<file path="src/rtl/serial_subtractor.sv">
// serial_subtractor: bit-serial unsigned subtractor, diff = a - b - bin mod 2^WIDTH.
// One bit per clock, LSB first; the result and borrow-out are registered and
// stay stable between completions.
//
// Ports
//   clk    in   clock, all state changes on the rising edge
//   rst_n  in   synchronous active-low reset
//   start  in   request, sampled only while idle
//   a, b   in   minuend / subtrahend (WIDTH), captured on the accepting edge
//   bin    in   borrow-in, captured on the accepting edge
//   busy   out  high in RUN and DONE
//   done   out  one-cycle completion pulse
//   diff   out  registered result (WIDTH)
//   bout   out  registered borrow-out (1 when a < b + bin, unsigned)
//   ovf    out  registered two's-complement overflow, only when
//               SERIAL_SUBTRACTOR_OVF_EN is defined
module serial_subtractor #(
  parameter int WIDTH = 4
) (
  input  logic             clk,
  input  logic             rst_n,
  input  logic             start,
  input  logic [WIDTH-1:0] a,
  input  logic [WIDTH-1:0] b,
  input  logic             bin,
  output logic             busy,
  output logic             done,
  output logic [WIDTH-1:0] diff,
`ifdef SERIAL_SUBTRACTOR_OVF_EN
  output logic             ovf,
`endif
  output logic             bout
);

  localparam int CW = $clog2(WIDTH + 1);
  localparam logic [CW-1:0] LAST = CW'(WIDTH - 1);

  typedef enum logic [1:0] {IDLE, RUN, DONE} state_t;

  state_t           state_q, state_d;
  logic [WIDTH-1:0] a_q, a_d;      // operand shift registers, LSB consumed each RUN edge
  logic [WIDTH-1:0] b_q, b_d;
  logic             brw_q, brw_d;
  logic [CW-1:0]    cnt_q, cnt_d;
  logic [WIDTH-1:0] acc_q, acc_d;  // partial result, filled from the MSB end
  logic [WIDTH-1:0] diff_q, diff_d;
  logic             bout_q, bout_d;
  logic             bit_d, brw_nx;
`ifdef SERIAL_SUBTRACTOR_OVF_EN
  logic             amsb_q, amsb_d, bmsb_q, bmsb_d;  // captured sign bits
  logic             ovf_q, ovf_d;
`endif

  // full-subtractor cell on the current LSBs
  assign bit_d  = a_q[0] ^ b_q[0] ^ brw_q;
  assign brw_nx = (~a_q[0] & b_q[0]) | (~(a_q[0] ^ b_q[0]) & brw_q);

  always_comb begin
    state_d = state_q;
    a_d     = a_q;
    b_d     = b_q;
    brw_d   = brw_q;
    cnt_d   = cnt_q;
    acc_d   = acc_q;
    diff_d  = diff_q;
    bout_d  = bout_q;
`ifdef SERIAL_SUBTRACTOR_OVF_EN
    amsb_d  = amsb_q;
    bmsb_d  = bmsb_q;
    ovf_d   = ovf_q;
`endif
    case (state_q)
      IDLE: begin
        if (start) begin
          a_d     = a;
          b_d     = b;
          brw_d   = bin;
          cnt_d   = '0;
          acc_d   = '0;
`ifdef SERIAL_SUBTRACTOR_OVF_EN
          amsb_d  = a[WIDTH-1];
          bmsb_d  = b[WIDTH-1];
`endif
          state_d = RUN;
        end
      end
      RUN: begin
        a_d   = a_q >> 1;
        b_d   = b_q >> 1;
        brw_d = brw_nx;
        acc_d = {bit_d, acc_q[WIDTH-1:1]};
        cnt_d = cnt_q + CW'(1);
        if (cnt_q == LAST) begin
          // last bit: publish the whole word at once so diff never shows partials
          diff_d  = {bit_d, acc_q[WIDTH-1:1]};
          bout_d  = brw_nx;
`ifdef SERIAL_SUBTRACTOR_OVF_EN
          ovf_d   = (amsb_q != bmsb_q) && (bit_d != amsb_q);
`endif
          state_d = DONE;
        end
      end
      DONE:    state_d = IDLE;
      default: state_d = IDLE;
    endcase
  end

  always_ff @(posedge clk) begin
    if (!rst_n) begin
      state_q <= IDLE;
      a_q     <= '0;
      b_q     <= '0;
      brw_q   <= 1'b0;
      cnt_q   <= '0;
      acc_q   <= '0;
      diff_q  <= '0;
      bout_q  <= 1'b0;
`ifdef SERIAL_SUBTRACTOR_OVF_EN
      amsb_q  <= 1'b0;
      bmsb_q  <= 1'b0;
      ovf_q   <= 1'b0;
`endif
    end else begin
      state_q <= state_d;
      a_q     <= a_d;
      b_q     <= b_d;
      brw_q   <= brw_d;
      cnt_q   <= cnt_d;
      acc_q   <= acc_d;
      diff_q  <= diff_d;
      bout_q  <= bout_d;
`ifdef SERIAL_SUBTRACTOR_OVF_EN
      amsb_q  <= amsb_d;
      bmsb_q  <= bmsb_d;
      ovf_q   <= ovf_d;
`endif
    end
  end

  assign busy = (state_q != IDLE);
  assign done = (state_q == DONE);
  assign diff = diff_q;
  assign bout = bout_q;
`ifdef SERIAL_SUBTRACTOR_OVF_EN
  assign ovf  = ovf_q;
`endif

endmodule

</file>
<file path="config.mk">
export PLATFORM = sky130hd
export DESIGN_NAME = serial_subtractor
export DESIGN_NICKNAME = d
export VERILOG_FILES = /design/src/rtl/serial_subtractor.sv
export SDC_FILE = /design/constraint.sdc
export NUM_CORES = 1
export LEC_CHECK = 0
export BUFFER_PORTS_ARGS = -buffer_cell sky130_fd_sc_hd__clkbuf_2
export CORE_UTILIZATION = 44
export DETAILED_ROUTE_END_ITERATION = 12
export PLACE_DENSITY = 0.68
export RECOVER_POWER = 25
export SYNTH_ARGS = -nofsm -noshare
export SYNTH_HDL_FRONTEND = slang
export SYNTH_SLANG_ARGS = --single-unit
</file>
<file path="constraint.sdc">
create_clock -name clk -period 1.56 [get_ports clk]
set_input_delay 0.234 -clock clk [delete_from_list [all_inputs] [get_ports clk]]
set_output_delay 0.234 -clock clk [all_outputs]
set_load 0.1 [all_outputs]
</file>
# --- Word-level counts from Yosys, hierarchy flattened ---
# Cells that the tools add are included.
word_totals:
  ff_bits: 23
  inputBits: 12
  output_inout_bits: 7
  elab_cells: 40
classes:
  addsub: 1
  eq_ne: 5
  n_mux: 13
  n_bitwise: 7
  n_reduce_logical: 6
ops:
  columns: ["cell", "count"]
  rows:
  - ["$pmux 4 s2", 3]
  - ["$mux 4", 3]
  - ["$pmux 3 s2", 1]
  - ["$reduce_and 2->1", 3]
  - ["$mux 2", 2]
  - ["$ne 2x2->1 const B", 2]
  - ["$pmux 2 s2", 1]
  - ["$reduce_bool 2->1", 2]
  - ["$add 3x1->3 const B", 1]
  - ["$eq 3x2->1 const B", 1]
  - ["$mux 3", 1]
  - ["$and 1x1->1", 2]
  - ["$eq 2x1->1 const B", 1]
  - ["$eq 2x2->1 const B", 1]
  - ["$logic_not 2->1", 1]
  - ["$not 1->1", 2]
  - ["$pmux 1 s2", 1]
  - ["$xor 1x1->1", 2]
  - ["$mux 1", 1]
  - ["$or 1x1->1", 1]

# --- Depth between registers and ports, before layout ---
# Gate-level depths: netlist of run 1.
depth:
  ltp_word: 5
  ltp_mapped: 6
  mapped_depth_nobuf: 5

# --- Least setup slack after synthesis of run 1 ---
# No wires, ideal clock.
synth_path:
  path_type: "flip-flop to output port"
  startpoint: "register state_q[1]"
  endpoint: "output done"
  arrival_ns: 1.881
  t_required_ns: 1.326
  path_slack_ns: -0.555
  path_stages_with_launch: 4
  path_buffers: 1
  path_cell_list: "dfxtp_1 buf_6 inv_1 nor2_1"
synth_via:
  elab_chain_cells: 1
synth_lines:
  columns: ["element", "line_no", "source"]
  rows:
  - ["from (decl)", "40", "state_t state_q, state_d;"]
  - ["from (signal assigned)", "124", "state_q <= state_d;"]
  - ["$eq 2x2->1", "141", "assign done = (state_q == DONE);"]
  - ["to (decl)", "27", "output logic done,"]
# No other way between the ends.

# --- Worst setup path after layout of run 1 ---
layout_path:
  startpoint: "register state_q[1]"
  endpoint: "output busy"
layout_via:
  elab_chain_cells: 1
layout_lines:
  columns: ["element", "line_no", "source"]
  rows:
  - ["$reduce_bool 2->1", "140", "assign busy = (state_q != IDLE);"]
  - ["to (decl)", "26", "output logic busy,"]
# No other way between the ends.

==> results of run 1 <==
-- worst min-delay path by stage --
stage	slack [ns]	end	depth (start not counted)
CTS	0.14	a_q[2]	3
global route	0.15	a_q[2]	3
global placement	0.45	diff[1]	2
floorplan	0.37	a_q[0]	2
finish	0.14	a_q[2]	3
detailed placement	0.45	diff[1]	2
-- synthesized netlist by cell type, types with 2 or more instances --
master     n
nand2_1    5
nand3_1    5
nor2_1    11
clkbuf_1   2
o221ai_1   4
dfxtp_1   22
or3b_1     2
ha_1       2
buf_6      3
inv_1      9
a21oi_1   10
o22ai_1    2
a22oi_1    6
o21ai_0    3
-- kinds of logic after synthesis --
group / synth area share
buf+inv: 0.0833
simple gates: 0.177
mux: 0.0101
flops: 0.444
fa+ha+maj: 0.0455
compound gates: 0.240
-- registers in the layout, indices dropped and copies added (netlist names) --
register  flops
bout          1
brw_q         1
state_q       2
a_q           4
acc_q         3
cnt_q         3
b_q           4
diff          4
-- final cells by class --
| class | instances | area, um2 | share of cell area |
|---|---|---|---|
| clock buffers | 4 | 36.3 | 0.0311 |
| inverters | 9 | 33.8 | 0.0290 |
| flip-flops and latches | 22 | 443 | 0.380 |
| repair buffers | 21 | 143 | 0.122 |
| well taps | 27 | 33.8 | 0.0290 |
| multi-input cells | 68 | 475 | 0.408 |
-- what timing repair did --
| item | 4_1_cts | 5_1_grt |
|---|---|---|
| setup buffers | 0 | 0 |
| hold buffers | 0 | 0 |
| setup endpoints to repair | 0 | 2 |
| gates resized for setup | 0 | 2 |
-- metal layers --
layer | global-route usage | vias up | routed length, um
li1 | - | 417 | -
met1 | 0.257 | 401 | 930
met2 | 0.267 | 11 | 873
met3 | 0.0370 | 5 | 46
met4 | 0.0857 | 0 | 40
met5 | 0 | - | 0
-- layout by cell type, fill, tap and decap left out, types with 2 or more instances in the layout --
| master | netlist | routed |
|---|---|---|
| dfxtp_1 | 22 | 20 |
| clkbuf_2 | 0 | 16 |
| a21oi_1 | 10 | 10 |
| nor2_1 | 11 | 10 |
| inv_1 | 9 | 9 |
| a22oi_1 | 6 | 6 |
| nand2_1 | 5 | 5 |
| nand3_1 | 5 | 5 |
| o221ai_1 | 4 | 4 |
| o21ai_0 | 3 | 3 |
| clkbuf_4 | 0 | 3 |
| buf_4 | 1 | 3 |
| or3b_1 | 2 | 2 |
| o22ai_1 | 2 | 2 |
| ha_1 | 2 | 2 |
| buf_12 | 0 | 2 |
| dfxtp_2 | 0 | 2 |
-- worst reg2reg max path: stages (launching register included) --
cell and delay, ns:
dfxtp_1 0.38, inv_1 0.07, fa_1 0.41, a221o_1 0.34, a21oi_2 0.09
-- power by group --
part           switching (uW)  total [uW]  internal, uW  leakage, uW
clock network             174         316           143    0.0000210
logic                    97.8         171          73.2     0.000270
registers                21.7         613           591     0.000181
total                     293        1100           807     0.000472
-- metrics by stage --
step	utilization	worst slack, ns	instance area [um2]	instances	total power, uW
final	0.570	0.0601	1160	151	1100
after floorplan	-	0.0358	998	105	752
after CTS	0.569	0.0153	1160	151	1110
after global routing	0.570	-0.00278	1160	151	1160
after detailed placement	0.551	0.234	1130	147	797
after global placement	0.551	0.289	1130	147	790
==> metrics.yaml, run 1 <==
status:
  status: "finished, final reports clean"
die:
  die_y_um: 49.5
  rows: 16
  fp.dieW_um: 49.5
  ios: 19
  core_area_mm2: 0.00204
  initial_core_util: 0.485
  dieArea_mm2: 0.00245
synth:
  synth_edf_count: 0
  syn_area_um2: 991
  yosysWarnings: 0
  syn_nets: 120
  synth_top_area_cell: "dfxtp_1"
  async_reset_ff_frac: 0
  synth_cells: 105
  ys_seq_area_frac: 0.444
  ys_ff_latch: 22
  synth_top_area_frac: 0.444
  ys_types: 33
  synth.top_cells.by_area: "dfxtp_1 44%, a21oi_1 5.1%, a22oi_1 4.5%"
  synth_top_flop_cell: "dfxtp_1"
  avgSynthCellArea_um2: 9.44
timing:
  setup_viol: 0
  hold_violations: 0
  report.final.slew_viol_count: 0
  worstMarginPinSlew_ns: 0.546
  period_share: 0.961
  max_freq_mhz: 667
  rsz0062_at_grt: "true"
  hold_ws_ns: 0.139
  skew_ns: 0.00560
  period_minus_slack_ns: 1.50
  fin_setup_tns_ns: 0
  maxSlewHeadroom: 0.637
detailed_routing:
  drt_iter0_markers: 18
  wl_mm: 1.89
  drt_pass1_iterations: 4
  drc: 0
  wl_per_cell_um: 12.5
  dr_total_vias: 834
  vias_per_cell: 5.52
  final_antenna_net_count: 0
min_path:
  hold_path_class: "in2reg"
  hp-start: "a[2]"
worst_setup_path:
  startpoint_type: "flip-flop"
  startpoint: "state_q[1]"
  required_ns: 1.33
  crit_type: "reg2out"
  slowest_stage: "dfxtp_2"
  r2r_slack_ns: 0.21
  cp.arrival_ns: 1.27
  path_buf_inv: 2
  r2r_start: "b_q[0]"
  critical_path.cell_chain: "inv_1, nand2_1, buf_12"
  cp-end-kind: "primary output"
  path_delay_family: "buffers and inverters"
  r2r_cells: 4
  crit_cells: 3
  r2r-end: "brw_q"
  path_max_fanout: 8
  critPathCapture: "busy"
  slowest_delay_ns: 0.37
cells_and_area:
  fillers: 204
  area_delta_synth_final_pct: 17.6
  nNetsFinal: 140
  drive_gt1_frac: 0.266
  diodes: 0
clocking:
  clk_path_buf_depth: 2
  cts_tree: "built"
  clk_pin_slew_ns: 0.12
  cts_sinks: 22
  cts_max_level: 1
  clock_latency_ns: 0.31
  cts-root-buf: "clkbuf_4"
  cts-buffers-inserted: 3
global_routing:
  grt_pass1_vias: 764
  grt_max_degree: 17
  grt-ovfl-total: 0
  groute.usage.overall: 0.183
  grt_pass1_wl_mm: 3.46
  antenna_found_initial: 0
power:
  p_leak_uw: 0.000472
  pwr_density_cell_mw_per_mm2: 944
  irDropWorstVdd_mv: 0.572
placement:
  io_buffers: 18
  place_congestion: 0.819
  dpl.hpwl_mm: 1.41
run:
  cap_violations: 0
No activity file was read; power rests on OpenSTA's default activity.
==> run 2: changes to the inputs <==
REMOVE_ABC_BUFFERS = 1   (was unset)
==> run 2 against run 1 <==
Net effect: global-route usage fell by 1.3 points; register-to-register slack got worse by 0.09 ns; via count down 4.9%; power rose by 10%; clock power is 37% higher; sequential share of layout area shrank 0.052 points; combinational power about the same; critical endpoint is now done; highest routed layer unchanged.
==> metrics.yaml, run 2 (synthesized netlist as in run 1, its figures left out) <==
worst_setup_path:
  path_buf_inv: 2  # unchanged
  startpoint_type: "flip-flop"
  path_max_fanout: 6  # -2
  cp.arrival_ns: 1.21  # -0.06 ns
  cp-end-kind: "primary output"
  required_ns: 1.33  # about the same
  slowest_stage: "dfxtp_1"
  crit_type: "reg2out"
  crit_cells: 3  # unchanged
  slowest_delay_ns: 0.36  # about the same
  path_delay_family: "buffers and inverters"
  critical_path.cell_chain: "buf_4, nor2_1, buf_12"
  r2r_cells: 4  # unchanged
die:
  rows: 16  # unchanged
  ios: 19  # unchanged
  dieArea_mm2: 0.00245  # unchanged
  fp.dieW_um: 49.5  # unchanged
  die_y_um: 49.5  # unchanged
  initial_core_util: 0.485  # unchanged
  core_area_mm2: 0.00204  # unchanged
detailed_routing:
  vias_per_cell: 5.29  # -4.3%
  drt_pass1_iterations: 4  # unchanged
  final_antenna_net_count: 0  # unchanged
  drc: 0  # unchanged
  drt_iter0_markers: 20  # +2
  wl_per_cell_um: 12.0  # -3.8%
  dr_total_vias: 793  # -4.9%
  wl_mm: 1.81  # -4.4%
timing:
  skew_ns: 0.000521  # -0.00508 ns
  period_share: 0.929  # -0.0329
  report.final.slew_viol_count: 0  # unchanged
  rsz0062_at_grt: "false"
  worstMarginPinSlew_ns: 0.542  # -0.00416 ns
  maxSlewHeadroom: 0.640  # +0.00276
  hold_violations: 0  # unchanged
  hold_ws_ns: 0.146  # +0.00741 ns
  setup_viol: 0  # unchanged
  period_minus_slack_ns: 1.45  # -0.0513 ns
  fin_setup_tns_ns: 0  # unchanged
  max_freq_mhz: 690  # +3.5%
placement:
  io_buffers: 18  # unchanged
  place_congestion: 0.746  # -8.9%
  dpl.hpwl_mm: 1.32  # -6.4%
status:
  status: "finished, final reports clean"
clocking:
  cts_tree: "built"
  clk_pin_slew_ns: 0.12  # about the same
  cts_max_level: 1  # unchanged
  clock_latency_ns: 0.30  # about the same
  clk_path_buf_depth: 2  # unchanged
  hold_buffers: 0  # unchanged
  cts_sinks: 22  # unchanged
  cts.repair.resized: 0  # unchanged
  cts-buffers-inserted: 3  # unchanged
  cts-root-buf: "clkbuf_4"
  postCtsSetupBuffers: 0  # unchanged
global_routing:
  grt-ovfl-total: 0  # unchanged
  groute.usage.overall: 0.170  # -0.0131
  antenna_found_initial: 0  # unchanged
  grt_pass1_vias: 758  # -0.79%
  grt_pass1_wl_mm: 3.25  # -6.0%
  grt_max_degree: 17  # unchanged
power:
  irDropWorstVdd_mv: 0.966  # +69%
  p_total_uw: 1210  # +10%
  pwr_density_cell_mw_per_mm2: 1040  # +11%
  p_leak_uw: 0.000469  # -0.75%
min_path:
  hold_path_class: "in2reg"
  hold_depth: 3  # unchanged
run:
  cap_violations: 0  # unchanged
cells_and_area:
  fillers: 206  # +0.98%
  layout_common_cells: "22 x dfxtp_1, 16 x clkbuf_2, 11 x nor2_1"
  register_area_um2: 440  # -0.57%
  diodes: 0  # unchanged
  layout_commonest_cell: "dfxtp_1"
  area_delta_synth_final_pct: 17.0
  drive_gt1_frac: 0.228  # -0.0385
  nNetsFinal: 139  # -0.71%
  multi_input_area_um2: 468  # -1.6%
==> run 2: final timing paths <==
| kind | slack [ns] | start | end |
|---|---|---|---|
| worst max-delay path | 0.11 | state_q[0] | done |
| worst min register to register | 0.46 | diff[2] | diff[2] |
| worst min-delay path | 0.15 | a[2] | a_q[2] |
| worst max register to register | 0.12 | state_q[1] | brw_q |
==> run 2: per-layer routing <==
metal  GRT usage  vias to the layer above  wire (um)
li1            -                      408          -
met1       0.218                      370        868
met2       0.288                       13        869
met3      0.0278                        2         60
met4      0.0571                        0         10
met5           0                        -          0
==> run 2: through the flow <==
step,utilization,std cells,setup slack [ns],area [um2]
after floorplan,-,99,-0.627,942
after global placement,0.544,146,0.241,1110
after detailed placement,0.544,146,0.225,1110
after CTS,0.570,150,0.0937,1160
after global routing,0.568,150,0.0389,1160
final,0.568,150,0.111,1160
==> run 2: worst reg2reg max path, stage by stage (launching register included) <==
cell      delay, ns
dfxtp_1        0.35
clkbuf_1       0.41
nor2b_4        0.15
a221o_1        0.39
a21oi_2        0.10
==> run 2: final cells by class <==
cell class | instances | share of cell area
Sequential cell | 22 | 0.380
Clock buffer | 3 | 0.0194
Multi-Input combinational cell | 68 | 0.403
Timing Repair Buffer | 20 | 0.113
Clock inverter | 1 | 0.0259
Inverter | 9 | 0.0291
Tap cell | 27 | 0.0291
==> run 2: power by group <==
group	internal [uW]	leakage [uW]	total, uW	switching (uW)
combinational	72.6	0.000261	169	96.2
clock	260	0.0000279	432	172
sequential	590	0.000180	610	19.9
==> run 3: changes to the inputs <==
CORE_ASPECT_RATIO = 1.5   (was unset)
PLACE_DENSITY = 0.66   (was 0.68)
==> run 3 against run 2 <==
Net effect: design area shrank 2.8%; hold slack got worse by 0.0030 ns; via count rose by 2.3%; largest power group unchanged.
==> metrics.yaml, run 3 (synthesized netlist as in run 1, its figures left out) <==
status:
  status: "finished, final reports clean"
die:
  initial_core_util: 0.477  # -0.00819
  rows: 20  # +4
  core_area_mm2: 0.00208  # +1.7%
  ios: 19  # unchanged
  fp.dieW_um: 40.8  # -18%
  dieArea_mm2: 0.00245  # +0.17%
  die_y_um: 60.1  # +22%
global_routing:
  grt_pass1_vias: 737  # -2.8%
  grt_use_met2: 0.306  # +0.0185
  use_met3: 0.0223  # -0.00547
  groute.usage.overall: 0.190  # +0.0198
  busiest_layer: "met2"
  grt-ovfl-total: 0  # unchanged
  grt_use_met1: 0.234  # +0.0164
  grt_pass1_wl_mm: 3.15  # -3.2%
  grt_max_degree: 17  # unchanged
  antenna_found_initial: 0  # unchanged
min_path:
  hold_path_class: "in2reg"
timing:
  setup_slack_ns: 0.0799  # -0.0316 ns
  report.final.slew_viol_count: 0  # unchanged
  setup_viol: 0  # unchanged
  hold_violations: 0  # unchanged
  period_share: 0.949  # +0.0202
  period_minus_slack_ns: 1.48  # +0.0316 ns
  worstMarginPinSlew_ns: 0.540  # -0.00207 ns
  max_freq_mhz: 676  # -2.1%
  rsz0062_at_grt: "false"
  skew_ns: 0.00287  # +0.00235 ns
  maxSlewHeadroom: 0.642  # +0.00137
  hold_ws_ns: 0.143  # -0.00299 ns
detailed_routing:
  vias_per_cell: 5.59  # +5.8%
  drc: 0  # unchanged
  wl_per_cell_um: 12.9  # +6.9%
  drt_pass1_iterations: 4  # unchanged
  final_antenna_net_count: 0  # unchanged
  drt_iter0_markers: 32  # +60%
  wl_mm: 1.87  # +3.4%
  dr_total_vias: 811  # +2.3%
power:
  irDropWorstVdd_mv: 0.540  # -44%
  pwr_density_cell_mw_per_mm2: 971  # -7.0%
  p_leak_uw: 0.000461  # -1.7%
cells_and_area:
  diodes: 0  # unchanged
  layout_common_cells: "20 x dfxtp_1, 16 x clkbuf_2, 10 x a21oi_1, 10 x nor2_1, 9 x inv_1"
  nNetsFinal: 139  # unchanged
  layout_commonest_cell: "dfxtp_1"
  area_delta_synth_final_pct: 13.8
  drive_gt1_frac: 0.244  # +0.0163
  stdcell_count: 145  # -3.3%
worst_setup_path:
  cp.arrival_ns: 1.25  # +0.04 ns
  path_max_fanout: 8  # +2
  startpoint_type: "flip-flop"
  slowest_delay_ns: 0.37  # about the same
  cp-end-kind: "primary output"
  critical_path.cell_chain: "inv_1, nand2_1, buf_12"
  path_delay_family: "buffers and inverters"
  required_ns: 1.33  # about the same
  crit_type: "reg2out"
  path_buf_inv: 2  # unchanged
  slowest_stage: "dfxtp_2"
clocking:
  clock_latency_ns: 0.31  # about the same
  clk_pin_slew_ns: 0.12  # about the same
  cts-buffers-inserted: 3  # unchanged
  cts_max_level: 1  # unchanged
  cts_sinks: 22  # unchanged
  clk_path_buf_depth: 2  # unchanged
  cts-root-buf: "clkbuf_4"
  cts_tree: "built"
  postCtsSetupBuffers: 0  # unchanged
  hold_buffers: 0  # unchanged
placement:
  pre_cts_ws_ns: 0.221  # -0.00421 ns
  dpl.hpwl_mm: 1.36  # +2.9%
  dp_cells: 141  # -3.4%
  io_buffers: 18  # unchanged
  place_congestion: 0.768  # +3.0%
run:
  cap_violations: 0  # unchanged
## run 3: cell count changes in the layout (fill, tap and decap cells not counted), sizes merged
cell	previous run	this run
bufinv	1	0
clkbuf	20	21
## run 3: final cells by class
class                   instances  area, um2
repair buffers                 20        131
multi-input cells              68        455
inverters                       9       33.8
clock buffers                   4       36.3
well taps                      22       27.5
flip-flops and latches         22        443
fillers                       189        950
## run 3: worst min-delay path, delay by kind of cell
family	cells	cell delay (ns)
compound gates	1	0.06
buf+inv	2	0.12
## run 3: through the flow
stage,power [uW],utilization,instance area [um2],TNS [ns]
6_report,1090,0.543,1130,0
5_1_grt,1150,0.543,1130,0
4_1_cts,1110,0.551,1140,0
3_5_place_dp,795,0.532,1100,0
3_3_place_gp,790,0.532,1100,0
2_1_floorplan,735,-,942,-0.665
## run 3: power by group
part | internal (uW) | switching [uW]
Clock | 143 | 174
Sequential | 591 | 21.5
Combinational | 70.2 | 95.2
Total | 804 | 290
## run 3: metal layers
layer / routed length [um] / vias up
li1: - / 412
met1: 821 / 373
met2: 940 / 21
met3: 65 / 5
met4: 40 / 0
met5: 0 / -
## run 3: path summary, 6_finish.rpt
| check | slack [ns] | end | cells past startpoint | from |
|---|---|---|---|---|
| max | 0.08 | busy | 3 | state_q[1] |
| min | 0.14 | a_q[2] | 3 | a[2] |
| max reg2reg | 0.19 | a_q[2] | 4 | state_q[1] |
| min reg2reg | 0.47 | diff[1] | 2 | diff[1] |
## run 3: repair_timing
item / in CTS / in global routing
resized for setup: 2 / 1
endpoints found under the hold margin: 0 / 0
endpoints found under the setup margin: 2 / 1
